==> src/rtl/clkmeas_pkg.sv <==
// Shared widths, FSM encoding and default timeout for the clock period meter.
package clkmeas_pkg;

    localparam int unsigned CNT_W           = 32;
    localparam int unsigned TIMEOUT_DEFAULT = 32'd50000000;

    typedef enum logic {
        IDLE    = 1'b0,
        MEASURE = 1'b1
    } state_t;

endpackage

==> src/rtl/sync_edge.sv <==
// Synchronizes an asynchronous level into iclk and flags its rising/falling edges.
module sync_edge #(
    parameter int unsigned SYNC_STAGES = 2
) (
    input  logic iclk,
    input  logic irst_n,
    input  logic iasync,
    output logic orise,
    output logic ofall,
    output logic olevel
);

    logic [SYNC_STAGES-1:0] sync_q;
    logic                   prev_q;
    logic                   sync_lvl;

    assign sync_lvl = sync_q[SYNC_STAGES-1];

    // Flags are registered so rise/fall/level stay aligned with each other.
    always_ff @(posedge iclk or negedge irst_n) begin
        if (!irst_n) begin
            sync_q <= '0;
            prev_q <= 1'b0;
            orise  <= 1'b0;
            ofall  <= 1'b0;
            olevel <= 1'b0;
        end else begin
            sync_q <= {sync_q[SYNC_STAGES-2:0], iasync};
            prev_q <= sync_lvl;
            orise  <= sync_lvl & ~prev_q;
            ofall  <= ~sync_lvl & prev_q;
            olevel <= sync_lvl;
        end
    end

endmodule

==> src/rtl/clock_period_meter.sv <==
// Measures period and high time of a slow asynchronous clock in iclk cycles,
// with a valid/ready result port, timeout and overrun pulses.
module clock_period_meter
    import clkmeas_pkg::*;
#(
    parameter int unsigned TIMEOUT_CYCLES = TIMEOUT_DEFAULT,
    parameter int unsigned SYNC_STAGES    = 2
) (
    input  logic             iclk,
    input  logic             irst_n,
    input  logic             isig,
    input  logic             iready,
    output logic             ovalid,
    output logic [CNT_W-1:0] operiod,
    output logic [CNT_W-1:0] ohigh,
    output logic             otimeout,
    output logic             ooverrun
);

    logic             rise, fall, level;
    state_t           state_q, state_d;
    logic [CNT_W-1:0] cnt_q, high_q, cap_p_q, cap_h_q;
    logic             hi_done_q, load_q;
    logic             start_c, capture_c, timeout_c, count_c, at_limit_c;

    sync_edge #(.SYNC_STAGES(SYNC_STAGES)) u_sync_edge (
        .iclk   (iclk),
        .irst_n (irst_n),
        .iasync (isig),
        .orise  (rise),
        .ofall  (fall),
        .olevel (level)
    );

    assign at_limit_c = (cnt_q == CNT_W'(TIMEOUT_CYCLES));

    always_ff @(posedge iclk or negedge irst_n) begin
        if (!irst_n) state_q <= IDLE;
        else         state_q <= state_d;
    end

    // A rise always wins over the timeout threshold on the same cycle.
    always_comb begin
        state_d = state_q;
        case (state_q)
            IDLE:    if (rise) state_d = MEASURE;
            MEASURE: if (!rise && at_limit_c) state_d = IDLE;
            default: state_d = IDLE;
        endcase
    end

    always_comb begin
        start_c   = 1'b0;
        capture_c = 1'b0;
        timeout_c = 1'b0;
        count_c   = 1'b0;
        case (state_q)
            IDLE: start_c = rise;
            MEASURE: begin
                if (rise) begin
                    capture_c = 1'b1;
                    start_c   = 1'b1;
                end else if (at_limit_c) begin
                    timeout_c = 1'b1;
                end else begin
                    count_c = 1'b1;
                end
            end
            default: ;
        endcase
    end

    // High time counts only the high phase that opens the period.
    always_ff @(posedge iclk or negedge irst_n) begin
        if (!irst_n) begin
            cnt_q     <= '0;
            high_q    <= '0;
            hi_done_q <= 1'b0;
        end else if (start_c) begin
            cnt_q     <= CNT_W'(1);
            high_q    <= CNT_W'(1);
            hi_done_q <= 1'b0;
        end else if (count_c) begin
            cnt_q <= cnt_q + CNT_W'(1);
            if (level && !hi_done_q) high_q <= high_q + CNT_W'(1);
            if (fall) hi_done_q <= 1'b1;
        end else if (timeout_c) begin
            cnt_q  <= '0;
            high_q <= '0;
        end
    end

    always_ff @(posedge iclk or negedge irst_n) begin
        if (!irst_n) begin
            load_q  <= 1'b0;
            cap_p_q <= '0;
            cap_h_q <= '0;
        end else begin
            load_q <= capture_c;
            if (capture_c) begin
                cap_p_q <= cnt_q;
                cap_h_q <= high_q;
            end
        end
    end

    // Result register with valid/ready handshake and overwrite detection.
    always_ff @(posedge iclk or negedge irst_n) begin
        if (!irst_n) begin
            ovalid   <= 1'b0;
            operiod  <= '0;
            ohigh    <= '0;
            otimeout <= 1'b0;
            ooverrun <= 1'b0;
        end else begin
            otimeout <= timeout_c;
            ooverrun <= 1'b0;
            if (load_q) begin
                operiod  <= cap_p_q;
                ohigh    <= cap_h_q;
                ovalid   <= 1'b1;
                ooverrun <= ovalid & ~iready;
            end else if (ovalid && iready) begin
                ovalid <= 1'b0;
            end
        end
    end

endmodule

==> config.mk <==
export PLATFORM = sky130hd
export DESIGN_NAME = clock_period_meter
export DESIGN_NICKNAME = d
export VERILOG_FILES = /design/src/rtl/clkmeas_pkg.sv /design/src/rtl/sync_edge.sv /design/src/rtl/clock_period_meter.sv
export SDC_FILE = /design/constraint.sdc
export NUM_CORES = 1
export LEC_CHECK = 0
export BUFFER_PORTS_ARGS = -buffer_cell sky130_fd_sc_hd__buf_4
export CAP_MARGIN = 20
export CORE_ASPECT_RATIO = 0.8
export CORE_MARGIN = 1
export CORE_UTILIZATION = 60
export DETAILED_ROUTE_END_ITERATION = 8
export PLACE_DENSITY = 0.87
export SETUP_SLACK_MARGIN = 0.05
export SKIP_CTS_REPAIR_TIMING = 1
export SYNTH_ARGS = -nofsm -noshare
export SYNTH_HDL_FRONTEND = slang
export SYNTH_SLANG_ARGS = --single-unit
==> constraint.sdc <==
create_clock -name iclk -period 2.6 [get_ports iclk]
set_input_delay 0.26 -clock iclk [delete_from_list [all_inputs] [get_ports iclk]]
set_output_delay 0.26 -clock iclk [all_outputs]
set_load 0.03 [all_outputs]
==> metrics, run 1 <==
Achievable Freq=approximately 400 MHz; Clock Power Share=0.391; Synth Flop Type=dfrtp_1; initial antenna violation count=0; dpl hpwl=14,700 µm; via count=6,773; Critical Path Source Type=flip-flop; hold depth=3; Max Cap Viol=0; Crit Path Category=reg2reg; row count=39; Synth area leader=dfrtp_1; Total Routed Length=between 20,000 and 25,000 µm; final setup vio count=0; Area contributors post-synth=dfrtp_1, mux2_2, nand2_1; CP max stage cell=or4b_4; core area=14,500 µm²; asr flop ratio synth=1.00; WP data required=2.97 ns; Port Buf Inserts=70; Die X=139 µm; Die Ht=about 110 µm; RSZ-0062 raised after global routing=false; sequential share of power=0.487; CP max FO=21; Crit Reg-Reg Endpoint=high_q[3]$_DFFE_PN0P_; Combinational Power Share=0.122; Period minus WS final=2.49 ns; skew final=0.00834 ns; CP Capture Type=flip-flop; synthesized net count=790; relative slew slack=0.511; critical path's largest stage delay=0.50 ns; Clock Pin Slew Worst Setup and Hold Paths=around 0.060 ns; outcome=complete, but fails checks; Final Hold Fails=0; Sw Share=0.263; cts bufs inserted=20; CTS H-tree depth=1; clk_lat worst skew=0.49 ns; Netlist cell types=57; fillers=around 970; DR iter-0 viols=674; worst reg-to-reg setup slack=0.11 ns; power density over cell area=672 nW/µm²; sequential share of the synthesized area=0.562; initial core utilization=0.623; largest net degree at the start of global routing=84; Int Power=5360 µW; Worst EP arrival=2.86 ns; final worst-path cycle share=0.959; Post-Syn Instances=roughly 780; antenna-violating nets left=0; min-delay worst type=in2reg; full die area=15,500 µm²; Clock Sinks=~200; vias in the first global route=6,674; critical path's top delay family=simple AND/OR/NAND/NOR gates; max-slew violations=0; most frequent cells in the layout=dfrtp_1, buf_4, mux2_2; GRT overflow=0; Area Growth Syn to Fin=19.8%; nets=895; most common cell after layout, fill and taps aside=dfrtp_1; flops & latches, synth=203; Hold EP=ovalid$_DFFE_PN0P_; Worst-Margin Slew=about 0.73 ns; Avg Inst Size Synth=roughly 12 µm²; I/O pins=71; R2R depth=8; CTS max path bufs=3; met2 routed WL=about 9400 µm; Worst Path Buf+Inv=2; Fin Hold WS=0.0804 ns; n_diodes=0; vias per inst=6.24; GRT Util Overall=0.283; Hold Crit Start=iready; uppermost layer routed=met4; first-pass GRT wire length=about 35,000 µm; cell area after synthesis=roughly 9000 µm²; clk root buf=clkbuf_16; FF-to-FF Start=cnt_q[1]$_DFFE_PN0P_; CP Cell Sequence=inv_1 > ha_1 > or4b_4 > nor4_4 > a31oi_4 > buf_12 > and3_2 > a211o_2; Post-synth EDFFs=0; M1 WL=about 10,000 µm; met3 WL=approximately 1500 µm; VDD IR max=0.000502 V; static leakage=approximately 0.0053 µW; failing checks=design-rule violations; share of layout cells above drive strength 1=0.327; Avg WL per Cell=roughly 20 µm; Fin Setup TNS=0 ns; GP Congestion=0.917; Detailed Routing Iterations Pass 1=7; drc violations=10; Worst Setup SP=cnt_q[1]$_DFFE_PN0P_; Ys Warns=0; Synth top area share=0.562; switching power=between 1500 and 2000 µW; TritonCTS clock tree=built
cells in the mapped netlist, drive strengths merged, types with 2 or more instances:
cell type and n:
nor2 33, nor4 19, and4 9, nor2b 4, dfrtp 203, a221o 13
o211ai 3, a21o 6, o31ai 6, a311o 3, a31oi 8, a211o 4
and2 5, o22ai 4, nor3 15, nand4 26, clkbuf 40, ha 3
and3 28, buf 7, o22a 2, nand2 57, nor4b 3, a21oi 28
o311a 2, mux2i 5, mux2 110, o21ai 38, nand3 34, nand2b 4
or3 9, inv 25, o21bai 3, or4 10, a21bo 3
routing by layer:
| layer | vias up | GRT usage |
|---|---|---|
| li1 | 3101 | - |
| met1 | 3382 | 0.431 |
| met2 | 257 | 0.423 |
| met3 | 33 | 0.0529 |
| met4 | 0 | 0.0622 |
| met5 | - | 0 |
power groups by stage:
| stage | Combinational (µW) | Sequential (µW) | Clock, µW |
|---|---|---|---|
| after CTS | 868 | 3540 | 2890 |
| after global placement | 835 | 3580 | 0 |
| after global routing | 964 | 3570 | 3020 |
| after detailed placement | 863 | 3600 | 0 |
| final | 885 | 3540 | 2850 |
| after floorplan | 439 | 3640 | 0 |
cell type report:
| cell class | count | area [µm²] | share of cell area |
|---|---|---|---|
| inverters | 25 | 93.8 | 0.00867 |
| repair buffers | 130 | 1070 | 0.0993 |
| well taps | 184 | 230 | 0.0213 |
| multi-input cells | 508 | 3690 | 0.341 |
| flip-flops and latches | 203 | 5080 | 0.470 |
| clock buffers | 25 | 561 | 0.0518 |
| clock inverters | 11 | 93.8 | 0.00867 |
flip-flops by register name (all words and copies together) (netlist names), 2 cells and up:
register and count:
high_q 32, operiod 32, cap_p_q 32, u_sync_edge.sync_q 2, cnt_q 32, ohigh 32
cap_h_q 32
worst reg2reg max path, cell delays in order, from the launching register on:
cell and delay [ns]:
dfrtp_1 0.39, inv_1 0.10, ha_1 0.21, or4b_4 0.50
nor4_4 0.37, a31oi_4 0.17, buf_12 0.19, and3_2 0.20
a211o_2 0.26
logic make-up (layout without fill, tap and decap cells):
| logic type | after synthesis | count (layout) | share of synthesized area |
|---|---|---|---|
| simple gates | 261 | 261 | 0.159 |
| fa+ha+maj | 3 | 3 | 0.00416 |
| mux | 115 | 115 | 0.143 |
| buf+inv | 72 | 191 | 0.0332 |
| compound gates | 128 | 128 | 0.0975 |
| xor+xnor | 1 | 1 | 0.000970 |
| flops | 203 | 203 | 0.562 |
stage by stage:
step | setup slack (ns) | util | cell area (µm²) | cells | total power (µW)
4_1_cts | 0.0240 | 0.739 | 10700 | 1078 | 7300
3_3_place_gp | 0.0867 | 0.693 | 10000 | 1042 | 4410
3_5_place_dp | 0.0450 | 0.693 | 10000 | 1042 | 4460
2_1_floorplan | 0.226 | - | 9030 | 783 | 4080
5_1_grt | 0.0408 | 0.747 | 10800 | 1086 | 7560
6_report | 0.106 | 0.747 | 10800 | 1086 | 7280
worst max-delay path by stage:
stage | endpoint | cells past startpoint | slack (ns)
after global routing | cnt_q[22]$_DFFE_PN0P_ | 9 | 0.04
after global placement | high_q[2]$_DFFE_PN0P_ | 5 | 0.09
after detailed placement | high_q[2]$_DFFE_PN0P_ | 5 | 0.04
after floorplan | high_q[3]$_DFFE_PN0P_ | 8 | 0.23
after CTS | high_q[2]$_DFFE_PN0P_ | 5 | 0.02
final | high_q[3]$_DFFE_PN0P_ | 8 | 0.11
Power figures use the tool's default switching activity.
==> run 2, diff against run 1 <==
- BUFFER_PORTS_ARGS: -buffer_cell sky130_fd_sc_hd__buf_4 -> default
- DONT_BUFFER_PORTS: default -> 1
- PLACE_DENSITY: 0.87 -> 0.83
- SETUP_SLACK_MARGIN: 0.05 -> default
- clock period: 2.6 -> 3.2 ns (I/O delays scaled with it)
==> run 2 against run 1 <==
- the run ends with design-rule violations, negative hold slack left
- global-route usage down 1.6 points
- combinational power fell by 54%
- sequential cell count did not move
- die area stayed put
- critical path type unchanged
- critical path depth up 1
- register-to-register slack better by 0.26 ns
- sequential power down 15%
- via count decreased by 6.4%
- first-iteration DRC count down 11%
- power is 22% lower
- utilization decreased by 6.6 points
- non-clock buffer count shrank 112
==> metrics, run 2 (synthesis gave the netlist of run 1 again) <==
Fin Hold WS=-0.461 ns; dpl hpwl=13,200 µm; Crit Path Category=reg2reg; relative slew slack=0.498; CP max FO=16; Worst Path Buf+Inv=3; Avg WL per Cell=between 20 and 25 µm; CTS max path bufs=3; CP max stage cell=or4b_1; Detailed Routing Iterations Pass 1=7; met2 routed WL=9040 µm; Worst EP arrival=3.19 ns; core area=14,500 µm²; nets=a little under 800; cts bufs inserted=20; uppermost layer routed=met4; antenna-violating nets left=0; skew final=0.0139 ns; Max Cap Viol=0; DR iter-0 viols=602; I/O pins=71; Port Buf Inserts=0; vias per inst=6.53; share of layout cells above drive strength 1=0.222; Critical Path Source Type=flip-flop; n_diodes=0; most common cell after layout, fill and taps aside=dfrtp_1; M1 WL=9250 µm; row count=39; first-pass GRT wire length=33,200 µm; Clock Pin Slew Worst Setup and Hold Paths=0.06 ns; final setup vio count=0; RSZ-0062 raised after global routing=false; Period minus WS final=2.83 ns; max-slew violations=0; Achievable Freq=353 MHz; vias in the first global route=6,338; outcome=complete, but fails checks; GRT overflow=0; Post-Place Worst Slack=0.219 ns; Worst-Margin Slew=0.752 ns; Fin Setup TNS=0 ns; failing checks=design-rule violations, negative hold slack; Die X=around 140 µm; Die Ht=~110 µm; largest net degree at the start of global routing=204; Finished Cell Area=9870 µm²; drc violations=7; critical path's top delay family=simple AND/OR/NAND/NOR gates; min-delay worst type=in2async; Clock Sinks=203; VDD IR max=0.000434 V; met3 WL=1270 µm; worst setup margin=about 0.37 ns; CP Capture Type=flip-flop; via count=roughly 6,300; Area Growth Syn to Fin=9.25%; critical path's largest stage delay=0.46 ns; Final Hold Fails=between 200 and 250; GRT Util Overall=0.267; initial core utilization=0.623; final worst-path cycle share=0.885; static leakage=0.00469 µW; power density over cell area=575 nW/µm²; total power=roughly 5700 µW; CP Cell Sequence=inv_1 > ha_1 > or4b_1 > nor4_2 > a31oi_2 > buf_8 > buf_4 > a21oi_1 > o22ai_1; clk_lat worst skew=0.49 ns; Post-DP Area=9200 µm²; Total Routed Length=19,800 µm; most frequent cells in the layout=dfrtp_1, mux2_2, nand2_1; TritonCTS clock tree=built; CTS H-tree depth=1; WP data required=approximately 3.6 ns; initial antenna violation count=0; clk root buf=clkbuf_16; full die area=15,500 µm²; GP Congestion=0.891
==> run 2: final timing paths <==
| check | from | to | slack (ns) | cells after the start |
|---|---|---|---|---|
| worst max-delay path | cnt_q[0]$_DFFE_PN0P_ | cnt_q[5]$_DFFE_PN0P_ | 0.37 | 9 |
| worst min-delay path | irst_n | ohigh[25]$_DFFE_PN0P_ | -0.46 | 0 |
| worst max register to register | cnt_q[0]$_DFFE_PN0P_ | cnt_q[5]$_DFFE_PN0P_ | 0.37 | 9 |
| worst min register to register | u_sync_edge.sync_q[0]$_DFF_PN0_ | u_sync_edge.sync_q[1]$_DFF_PN0_ | 0.36 | 0 |
| max in group asynchronous | irst_n | load_q$_DFF_PN0_ | 3.18 | 0 |
| min in group iclk | iready | ovalid$_DFFE_PN0P_ | 0.01 | 2 |
==> run 2: power breakdown <==
part / total, µW / internal (µW) / switching (µW)
registers: 3010 / 2720 / 291
clock network: 2260 / 1330 / 929
logic: 405 / 192 / 213
total: 5670 / 4240 / 1430
==> run 2: stage by stage <==
step	util	instances	hold WS, ns
5_1_grt	0.681	971	-0.478
6_report	0.681	971	-0.461
2_1_floorplan	-	783	0.0244
3_3_place_gp	0.635	935	0.0321
3_5_place_dp	0.635	935	0.0310
4_1_cts	0.678	968	-0.481
==> run 2: final cells by class <==
| cell class | count | area, µm² |
|---|---|---|
| Clock buffer | 29 | 576 |
| Fill cell | 1095 | 4630 |
| Inverter | 25 | 93.8 |
| Clock inverter | 4 | 48.8 |
| Sequential cell | 203 | 5080 |
| Multi-Input combinational cell | 508 | 3660 |
| Timing Repair Buffer | 18 | 178 |
| Tap cell | 184 | 230 |
==> run 2: layer usage <==
layer  vias up  track usage
li1       2874            -
met1      3208        0.403
met2       239        0.409
met3        17       0.0469
met4         0       0.0556
met5         -            0
==> run 2: worst register-to-register path, stage by stage, from the launching register on <==
cell and delay [ns]:
dfrtp_1 0.44, inv_1 0.10, ha_1 0.21, or4b_1 0.46
nor4_2 0.43, a31oi_2 0.34, buf_8 0.26, buf_4 0.18
a21oi_1 0.17, o22ai_1 0.11
